`src/rtl/branch_resolve_unit.sv`:
```
// rtl/branch_resolve_unit.sv - branch/jump resolution, PC ownership and wrong-path flush
// Resolves one control flag per valid cycle against the instruction in execute (pc_ex).
module branch_resolve_unit #(
   parameter int                PC_WIDTH     = 16,
   parameter int                DATA_WIDTH   = 16,
   parameter int                IMM_WIDTH    = 8,
   parameter logic [PC_WIDTH-1:0] RESET_PC   = '0,
   parameter int                FLUSH_CYCLES = 1
) (
   input  logic                  clock,
   input  logic                  reset_n,
   input  logic                  stall,
   input  logic                  ctrl_valid,
   input  logic                  branchEq,
   input  logic                  branchNeq,
   input  logic                  branchLt,
   input  logic                  branchGt,
   input  logic                  branchLte,
   input  logic                  branchGte,
   input  logic                  jump,
   input  logic                  immType,
   input  logic [DATA_WIDTH-1:0] rs_data,
   input  logic [DATA_WIDTH-1:0] rt_data,
   input  logic [IMM_WIDTH-1:0]  imm,
   output logic [PC_WIDTH-1:0]   pc,
   output logic                  flush,
   output logic                  taken,
   output logic                  multi_flag_err,
   output logic [15:0]           taken_count
);

   localparam logic       RUN        = 1'b0;
   localparam logic       FLUSH      = 1'b1;
   localparam logic [2:0] FLUSH_INIT = 3'(FLUSH_CYCLES - 1);

   logic                state;
   logic [2:0]          flushCnt;
   logic [PC_WIDTH-1:0] pc_ex;

   logic [2:0]          flagCount;
   logic                resolvable;
   logic                condMet;
   logic                redirect;
   logic                rsEqRt;
   logic                rsLtRt;
   logic                rsGtRt;
   logic [PC_WIDTH-1:0] target;

   assign flagCount = {2'b00, branchEq}  + {2'b00, branchNeq} + {2'b00, branchLt} +
                      {2'b00, branchGt}  + {2'b00, branchLte} + {2'b00, branchGte} +
                      {2'b00, jump};

   assign resolvable = ctrl_valid && (state == RUN);

   assign rsEqRt = (rs_data == rt_data);
   assign rsLtRt = ($signed(rs_data) < $signed(rt_data));
   assign rsGtRt = ($signed(rs_data) > $signed(rt_data));

   assign condMet = (branchEq  &  rsEqRt) | (branchNeq & ~rsEqRt) |
                    (branchLt  &  rsLtRt) | (branchGt  &  rsGtRt) |
                    (branchLte & ~rsGtRt) | (branchGte & ~rsLtRt) | jump;

   assign redirect = resolvable && (flagCount == 3'd1) && condMet;

   // Branch offsets are relative to the instruction in execute, not the fetch address.
   always_comb begin
      target = pc_ex + PC_WIDTH'($signed(imm));
      if (jump) begin
         if (immType) target = PC_WIDTH'(imm);
         else         target = PC_WIDTH'(rs_data);
      end
   end

   assign flush = (state == FLUSH);

   always_ff @(posedge clock or negedge reset_n) begin
      if (!reset_n) begin
         pc             <= RESET_PC;
         pc_ex          <= RESET_PC;
         state          <= RUN;
         flushCnt       <= '0;
         taken          <= 1'b0;
         multi_flag_err <= 1'b0;
         taken_count    <= '0;
      end else if (!stall) begin
         pc_ex <= pc;
         pc    <= redirect ? target : pc + PC_WIDTH'(1);
         taken <= redirect;
         if (redirect && taken_count != 16'hFFFF) taken_count <= taken_count + 16'd1;
         if (resolvable && flagCount > 3'd1) multi_flag_err <= 1'b1;
         case (state)
            RUN: begin
               if (redirect) begin
                  state    <= FLUSH;
                  flushCnt <= FLUSH_INIT;
               end
            end
            default: begin
               if (flushCnt == 3'd0) state    <= RUN;
               else                  flushCnt <= flushCnt - 3'd1;
            end
         endcase
      end
   end

endmodule

```
`config.mk`:
```
export PLATFORM = sky130hd
export DESIGN_NAME = branch_resolve_unit
export DESIGN_NICKNAME = d
export VERILOG_FILES = /design/src/rtl/branch_resolve_unit.sv
export SDC_FILE = /design/constraint.sdc
export NUM_CORES = 1
export LEC_CHECK = 0
export CAP_MARGIN = 20
export CORE_MARGIN = 2
export CORE_UTILIZATION = 50
export CTS_CLUSTER_DIAMETER = 100
export CTS_CLUSTER_SIZE = 30
export DETAILED_ROUTE_END_ITERATION = 10
export GPL_ROUTABILITY_DRIVEN = 0
export GPL_TIMING_DRIVEN = 0
export PLACE_DENSITY = 0.77
export SLEW_MARGIN = 15
export SYNTH_ARGS = -nofsm -noshare
export SYNTH_HDL_FRONTEND = slang
export SYNTH_SLANG_ARGS = --single-unit
```
`constraint.sdc`:
```
create_clock -name clock -period 3.05 [get_ports clock]
set_input_delay 0.4575 -clock clock [delete_from_list [all_inputs] [get_ports clock]]
set_output_delay 0.4575 -clock clock [all_outputs]
set_load 0.02 [all_outputs]
```
Word level (Yosys, flattened, before mapping)
Cells that the tools add are included.
{"block": "op_classes", "n_mux": 9, "eq_ne": 4, "n_reduce_logical": 10, "n_bitwise": 17, "addsub": 10, "order_cmp": 3}
{"cell": "$mux W16", "count": 3}
{"cell": "$add A16 B1 Y16 const B", "count": 2}
{"cell": "$add A16 B16 Y16", "count": 1}
{"cell": "$eq A16 B16 Y1", "count": 1}
{"cell": "$gt A16 B16 Y1", "count": 1}
{"cell": "$lt A16 B16 Y1", "count": 1}
{"cell": "$ne A16 B16 Y1 const B", "count": 1}
{"cell": "$add A3 B1 Y3", "count": 4}
{"cell": "$mux W3", "count": 3}
{"cell": "$and A1 B1 Y1", "count": 6}
{"cell": "$or A1 B1 Y1", "count": 6}
{"cell": "$logic_and A1 B1 Y1", "count": 5}
{"cell": "$not A1 Y1", "count": 5}
{"cell": "$reduce_and A2 Y1", "count": 2}
{"cell": "$add A2 B1 Y3", "count": 1}
{"cell": "$eq A3 B1 Y1 const B", "count": 1}
{"cell": "$gt A3 B1 Y1 const B", "count": 1}
{"cell": "$logic_not A3 Y1", "count": 1}
{"cell": "$mux W1", "count": 3}
{"cell": "$reduce_and A3 Y1", "count": 1}
{"cell": "$sub A3 B1 Y3 const B", "count": 1}
{"cell": "$add A1 B1 Y2", "count": 1}
{"cell": "$ne A2 B2 Y1 const B", "count": 1}
{"cell": "$reduce_bool A2 Y1", "count": 1}
{"block": "word_totals", "in_bits": 52, "regBits": 54, "out_inout_bits": 35, "wordCells": 60}

Longest topological paths before layout
Gate-level depths: netlist of run 1.
{"block": "depth", "word_depth": 12, "depth_mapped": 13}

Worst setup path after synthesis of run 1
OpenSTA, ideal clock, no wires.
{"block": "synth_path", "path_kind": "input-to-reg", "startpoint": "input port branchEq", "endpoint": "register taken_count[1]", "t_required_ns": 2.922, "n_path_buf": 1, "slack_ns": -0.751, "setup_ns": 0.128, "stages": 11, "arrival_ns": 3.673, "path_cell_list": "fa_1 > inv_1 > fa_1 > fa_1 > inv_1 > fa_1 > nor4_1 > o31ai_4 > buf_6 > nor3_1 > mux2_1"}
{"block": "synth_between", "elab_chain_len": 11, "elab_cells_between_ends": 18}
{"item": "from (decl)", "line": "14", "text": "input logic branchEq,"}
{"item": "$add A1 B1 Y2", "line": "49", "text": "assign flagCount = {2'b00, branchEq} + {2'b00, branchNeq} + {2'b00, branchLt} +"}
{"item": "$add A2 B1 Y3", "line": "49"}
{"item": "$add A3 B1 Y3", "line": "49"}
{"item": "$add A3 B1 Y3 (3 in series)", "line": "50", "text": "{2'b00, branchGt} + {2'b00, branchLte} + {2'b00, branchGte} +"}
{"item": "$eq A3 B1 Y1", "line": "63", "text": "assign redirect = resolvable && (flagCount == 3'd1) && condMet;"}
{"item": "$logic_and A1 B1 Y1", "line": "63"}
{"item": "$logic_and A1 B1 Y1 *", "line": "63"}
{"item": "$logic_and A1 B1 Y1 *", "line": "89", "text": "if (redirect && taken_count != 16'hFFFF) taken_count <= taken_count + 16'd1;"}
{"item": "$reduce_and A2 Y1 (no source line) *"}
{"item": "to (signal assigned)", "line": "89"}
{"item": "to (decl)", "line": "29", "text": "output logic [15:0] taken_count"}
Mark *: on every way between the ends. The rest lies on a longest branch, timed or not.
A chain may end at the register's enable or synchronous reset.

Final worst setup path of run 1
{"block": "layout_path", "startpoint": "input port branchNeq", "endpoint": "register taken_count[5]"}
{"block": "layout_between", "elab_chain_len": 11, "elab_cells_between_ends": 18}
{"item": "from (decl)", "line": "15", "text": "input logic branchNeq,"}
{"item": "$add A1 B1 Y2", "line": "49"}
{"item": "$add A2 B1 Y3", "line": "49"}
{"item": "$add A3 B1 Y3", "line": "49"}
{"item": "$add A3 B1 Y3 (3 in series)", "line": "50"}
{"item": "$eq A3 B1 Y1", "line": "63"}
{"item": "$logic_and A1 B1 Y1", "line": "63"}
{"item": "$logic_and A1 B1 Y1 *", "line": "63"}
{"item": "$logic_and A1 B1 Y1 *", "line": "89"}
{"item": "$reduce_and A2 Y1 (no source line) *"}
Marks and branches as above.

==> impl_metrics.csv, run 1 <==
group,metric,value,unit
run_status,run_status,"finished, violations left",
run_status,violations,"negative setup slack",
synth,syn_avg_cell_area,9.135,um^2
cells_and_area,design_area,0.005743,mm^2
sta,fin_skew,0.008225,ns
synth,synth_seq_cells,54,
drt,via_per_inst,5.968,
synth,ys_seq_area_share,32.73,%
sta,worst_pin_slew,0.9924,ns
place,dp_cells,643,
cells_and_area,fin_util,70.96,%
synth,synth.distinct_cells,60,
sta,fin_crit,3.401,ns
sta,hold_viol,0,
worst_hold_path,hold_class,"input port to async pin",
clock_tree,cts_buffers,5,
synth,synth_area_leaders,"dfrtp_1 (33%), ha_1 (11%), mux2_2 (4.6%)",
synth,synth-edff-count,0,
place,place_area,0.005149,mm^2
clock_tree,path_clk_slew,0.10,ns
cells_and_area,fillCellCount,624,
clock_tree,ctsHoldBuffers,0,
die,die_h,94.88,um
synth,syn_inst,452,
worst_setup_path,crit_type,"input port to flip-flop",
power_and_ir_drop,leakage,2.562,nW
cells_and_area,seqCellArea,0.001351,mm^2
clock_tree,clockBufferDepth,2,
synth,synth-warning-count,0,
global_routing,grt_usage,26.61,%
cells_and_area,layout.cells.non_filler,664,
power_and_ir_drop,p_per_area,614.3,mW/mm^2
worst_setup_path,reg2reg_depth,12,
clock_tree,cts_tree,"yes",
sta,fmax,0.2940,GHz
cells_and_area,most-common-layout-cells,"clkdlybuf4s50_1 (55), dfrtp_1 (54), nand2_1 (27), inv_1 (25)",
die,core_region_area,0.008093,mm^2
drt,ant_nets,0,
die,die_x,94.88,um
synth,netlist.area_leader.share,32.73,%
drt,drt_pass1_iterations,8,
worst_setup_path,startpoint_type,"input port",
worst_setup_path,end_kind,"flip-flop",
synth,async_flop_share,100.0,%
cells_and_area,final_common_cell,"clkdlybuf4s50_1",
power_and_ir_drop,power,3.528,mW
synth,synth_fp_nets,544,
sta,maxSlewViolCount,0,
job,drv_cap,0,
synth,syn-cell-area,0.004129,mm^2
die,rows,33,
cells_and_area,syn2layout_area_growth,39.09,%
clock_tree,clkLatencyLatePin,0.31,ns
clock_tree,clkSinkCount,54,
die,initial_core_util,51.02,%
global_routing,antenna_found_initial,0,
synth,ys.flop_type,"dfrtp_1",
sta,setup_viol,37,
global_routing,grt_start_max_net_pins,55,
global_routing,grt_pass1_vias,3886,
sta,finalWorstSetupSlack,-0.3510,ns
sta,slew_headroom,33.33,%
die,fp.dieArea,0.009001,mm^2
worst_setup_path,required,3.26,ns
power_and_ir_drop,ir_drop,0.0005267,V
die,io_pins,87,
worst_setup_path,critPathMaxFanout,6,
cells_and_area,antennaDiodeCount,0,
place,pre_cts_ws,-1.293,ns
cells_and_area,nets,650,
place,hpwl,8388,um
drt,drcViolationCount,0,
place,portBuffers,86,
worst_setup_path,cp.arrival,3.61,ns
synth,synth_area_leader_cell,"dfrtp_1",
clock_tree,htreeDepth,2,
cells_and_area,multi_input_area,0.002995,mm^2
sta,worst_hold_slack,0.1593,ns
sta,finalCritPeriodShare,111.5,%
drt,vias,3963,
sta,grt_setup_unrepaired,"yes",
drt,drt_iter0_markers,274,
global_routing,overflow,0,
cells_and_area,drive_gt1_share,25.22,%
drt,routed_wl,11780,um
global_routing,grt_pass1_wl,18730,um
clock_tree,clock-root-buffer,"clkbuf_8",
sta,setup_tns,-10.71,ns
drt,wire_per_inst,17.73,um
synth_stat cells (3+ instances only):
master	count
a21o_1	8
nor2_1	19
nand3_1	26
o21a_1	3
a22oi_1	12
nand4_1	7
xnor2_1	11
dfrtp_1	54
inv_1	39
a21oi_1	21
or2_2	3
nor2b_1	5
nor3_1	18
a211o_1	3
o311ai_0	7
o21ai_0	18
nand2b_1	5
and3_1	7
a31oi_1	3
mux2i_1	9
nor4_1	13
mux2_2	17
nand2_1	27
ha_1	35
xor2_1	15
a211oi_1	4
or3_1	7
fa_1	5
buf_1	3
buf_2	3
clkbuf_1	9
what timing repair did:
action	4_1_cts	5_1_grt
setup endpoints to repair	38	37
pin swaps	33	21
gates resized for setup	126	61
cloned	2	0
buffers inserted	7	3
hold endpoints to repair	0	0
registers in the layout, summed over array words and instances (netlist names):
name / flops
flush: 1
multi_flag_err: 1
taken: 1
taken_count: 16
pc_ex: 16
pc: 16
flushCnt: 3
path summary, 6_finish.rpt:
kind	startpoint	to	slack, ns
setup / recovery	branchNeq	taken_count[5]	-0.35
hold / removal	reset_n	taken_count[10]	0.16
setup reg to reg	pc_ex[0]	pc[14]	0.05
hold reg to reg	multi_flag_err	multi_flag_err	0.48
max in group asynchronous	reset_n	flush	2.41
min in group clock	multi_flag_err	multi_flag_err	0.48
cell families after synthesis:
logic type	Yosys count	share of synthesized area [%]
xor+xnor	26	5.515
buf+inv	57	5.727
compound gates	101	16.94
mux	29	7.727
fa+ha+maj	40	13.03
simple gates	145	18.33
flops	54	32.73
final cells by class:
class,count,share of cell area (%)
plain buffers,18,2.440
repair buffers,99,15.45
clock inverters,1,0.08715
inverters,39,2.549
multi-input cells,341,52.16
flip-flops and latches,54,23.53
clock buffers,7,1.503
well taps,105,2.288
worst max-delay path, stage by stage:
cell	delay [ns]
buf_6	0.09
fa_1	0.55
inv_2	0.04
fa_1	0.49
fa_2	0.37
inv_2	0.06
fa_2	0.46
nor4_4	0.20
o31ai_4	0.19
buf_6	0.20
buf_8	0.15
o32a_1	0.33
metal layers:
| layer | track usage (%) | wire length (um) | vias to the layer above | part of all wire (%) |
|---|---|---|---|---|
| li1 | - | - | 1873 | - |
| met4 | 8.454 | 337 | 0 | 2.9 |
| met3 | 4.150 | 557 | 32 | 4.7 |
| met2 | 44.74 | 5737 | 128 | 49 |
| met1 | 35.19 | 5145 | 1930 | 44 |
| met5 | 0 | 0 | - | 0 |
report_power, final:
group	switching, mW	internal, mW	leakage (nW)
Sequential	0.243	0.925	0.614
Combinational	1.01	0.936	1.90
Clock	0.232	0.184	0.0482
Total	1.48	2.04	2.56
Power figures use the tool's default switching activity.
==> run 2: changes to the inputs <==
--- a/config.mk
+++ b/config.mk
@@ -13,6 +13,7 @@
 export DETAILED_ROUTE_END_ITERATION = 10
 export GPL_ROUTABILITY_DRIVEN = 0
 export GPL_TIMING_DRIVEN = 0
+export MAX_ROUTING_LAYER = met4
 export PLACE_DENSITY = 0.77
 export SLEW_MARGIN = 15
 export SYNTH_ARGS = -nofsm -noshare
==> impl_metrics.csv, run 2 (synthesized netlist as in run 1, its figures left out) <==
group,metric,value,unit
clock_tree,clockBufferDepth,2,
cells_and_area,drive_gt1_share,27.30,%
worst_setup_path,critPathMaxFanout,7,
worst_setup_path,cp.buffers_inverters,3,
power_and_ir_drop,ir_drop,0.0005285,V
worst_setup_path,crit_type,"input port to flip-flop",
worst_hold_path,hold_class,"input port to async pin",
sta,setup_tns,-9.852,ns
sta,fmax,0.2927,GHz
worst_setup_path,crit_top_cell,"buf_6",
drt,via_per_inst,6.064,
sta,fin_crit,3.416,ns
drt,drt_pass1_iterations,7,
drt,ant_nets,0,
place,hpwl,8388,um
drt,drt_iter0_markers,340,
sta,fin_skew,0.007639,ns
sta,worst_pin_slew,1.211,ns
global_routing,grt_pass1_wl,18720,um
power_and_ir_drop,power,3.566,mW
die,fp.dieArea,0.009001,mm^2
global_routing,antenna_found_initial,0,
cells_and_area,nets,655,
cells_and_area,syn2layout_area_growth,42.91,%
sta,slew_headroom,18.67,%
clock_tree,path_clk_slew,0.09,ns
cells_and_area,most-common-layout-cells,"dfrtp_1 (54), clkdlybuf4s50_1 (54), nand2_1 (27), inv_1 (26), nand3_1 (24)",
die,die_h,94.88,um
global_routing,grt_usage,27.40,%
die,die_x,94.88,um
worst_setup_path,crit_family,"compound AO/OA/AOI/OAI gates",
sta,setup_viol,37,
cells_and_area,antennaDiodeCount,0,
cells_and_area,fin_util,72.91,%
die,core_region_area,0.008093,mm^2
clock_tree,ctsHoldBuffers,0,
run_status,violations,"negative setup slack",
sta,finalCritPeriodShare,112.0,%
sta,worst_hold_slack,0.1756,ns
global_routing,grt_start_max_net_pins,55,
worst_setup_path,path_cells,"buf_6, ha_4, nand4_1, or3_4, a21o_1, and4_1, a211o_1, mux2_4, o31ai_4, buf_6, buf_8, mux2i_1, o22ai_1",
power_and_ir_drop,leakage,2.622,nW
job,drv_cap,0,
sta,maxSlewViolCount,0,
die,initial_core_util,51.02,%
clock_tree,cts_tree,"yes",
drt,drcViolationCount,0,
drt,wire_per_inst,18.13,um
clock_tree,htreeDepth,2,
die,io_pins,87,
worst_setup_path,end_kind,"flip-flop",
clock_tree,clock-root-buffer,"clkbuf_8",
power_and_ir_drop,p_per_area,604.3,mW/mm^2
drt,routed_wl,12130,um
worst_setup_path,cpPeakStageDelay,0.50,ns
worst_setup_path,crit_path_top_delay_cell,"o31ai_4",
drt,vias,4057,
clock_tree,clkLatencyLatePin,0.31,ns
place,portBuffers,86,
worst_setup_path,r2r_slack,0.05,ns
die,rows,33,
cells_and_area,reg_top3,"pc x16, pc_ex x16, taken_count x16",
run_status,run_status,"finished, violations left",
worst_setup_path,cp.arrival,3.60,ns
sta,grt_setup_unrepaired,"yes",
sta,finalWorstSetupSlack,-0.3659,ns
worst_setup_path,required,3.23,ns
clock_tree,clkSinkCount,54,
place,pre_cts_ws,-1.293,ns
global_routing,grt_pass1_vias,3883,
cells_and_area,fillCellCount,585,
clock_tree,cts_buffers,5,
worst_setup_path,startpoint_type,"input port",
global_routing,overflow,0,
sta,hold_viol,0,
[run 2: cell types whose count changed in the layout (fill, tap and decap cells not counted), moves of 2 or more]
cell	delta
ha_4	+3
ha_1	-3
buf_4	+3
clkbuf_2	-4
buf_6	+8
clkdlybuf4s15_1	-4
inv_2	-2
[run 2: area by class of cell]
cell class | instances | area (um^2) | share of cell area [%]
repair buffers | 104 | 982.2 | 16.65
inverters | 39 | 148.9 | 2.523
plain buffers | 18 | 140.1 | 2.375
well taps | 105 | 131.4 | 2.226
multi-input cells | 341 | 3055 | 51.78
clock buffers | 7 | 86.33 | 1.463
clock inverters | 1 | 5.005 | 0.08482
flip-flops and latches | 54 | 1351 | 22.90
[run 2: report_power, final]
| group | switching (mW) | internal (mW) | total (mW) |
|---|---|---|---|
| registers | 0.245 | 0.925 | 1.17 |
| clock network | 0.232 | 0.184 | 0.416 |
| logic | 1.02 | 0.957 | 1.98 |
| total | 1.50 | 2.07 | 3.57 |
[run 2: through the flow]
stage          cells  instance area, um^2
6_report         669                 5901
5_1_grt          669                 5901
4_1_cts          660                 5693
3_5_place_dp     643                 5149
3_3_place_gp     643                 5151
2_1_floorplan    452                 4159
[run 2: timing repair]
item,CTS,global route
pin swaps,33,37
endpoints found under the setup margin,38,37
buffers inserted,7,7
gates resized for setup,126,91
cloned,2,1
[run 2: worst paths after layout]
check | startpoint | end | depth (start not counted)
setup / recovery | rs_data[11] | pc[2] | 13
hold / removal | reset_n | taken_count[10] | 1
setup reg to reg | taken_count[7] | taken_count[1] | 7
hold reg to reg | multi_flag_err | multi_flag_err | 2
max in group asynchronous | reset_n | flushCnt[2] | 1
min in group clock | multi_flag_err | multi_flag_err | 2
[run 2: worst register-to-register path: cells and delay by family (launching register included)]
kind / cells / cell delay (ns)
simple gates: 6 / 2.11
flops: 1 / 0.45
mux: 1 / 0.34
[run 2: metal layers]
metal | vias to the layer above | part of all wire [%] | GRT usage (%)
li1 | 1889 | - | -
met1 | 1982 | 44 | 35.24
met2 | 153 | 49 | 44.74
met3 | 33 | 4.5 | 4.150
met4 | 0 | 2.9 | 8.454
met5 | - | 0 | -
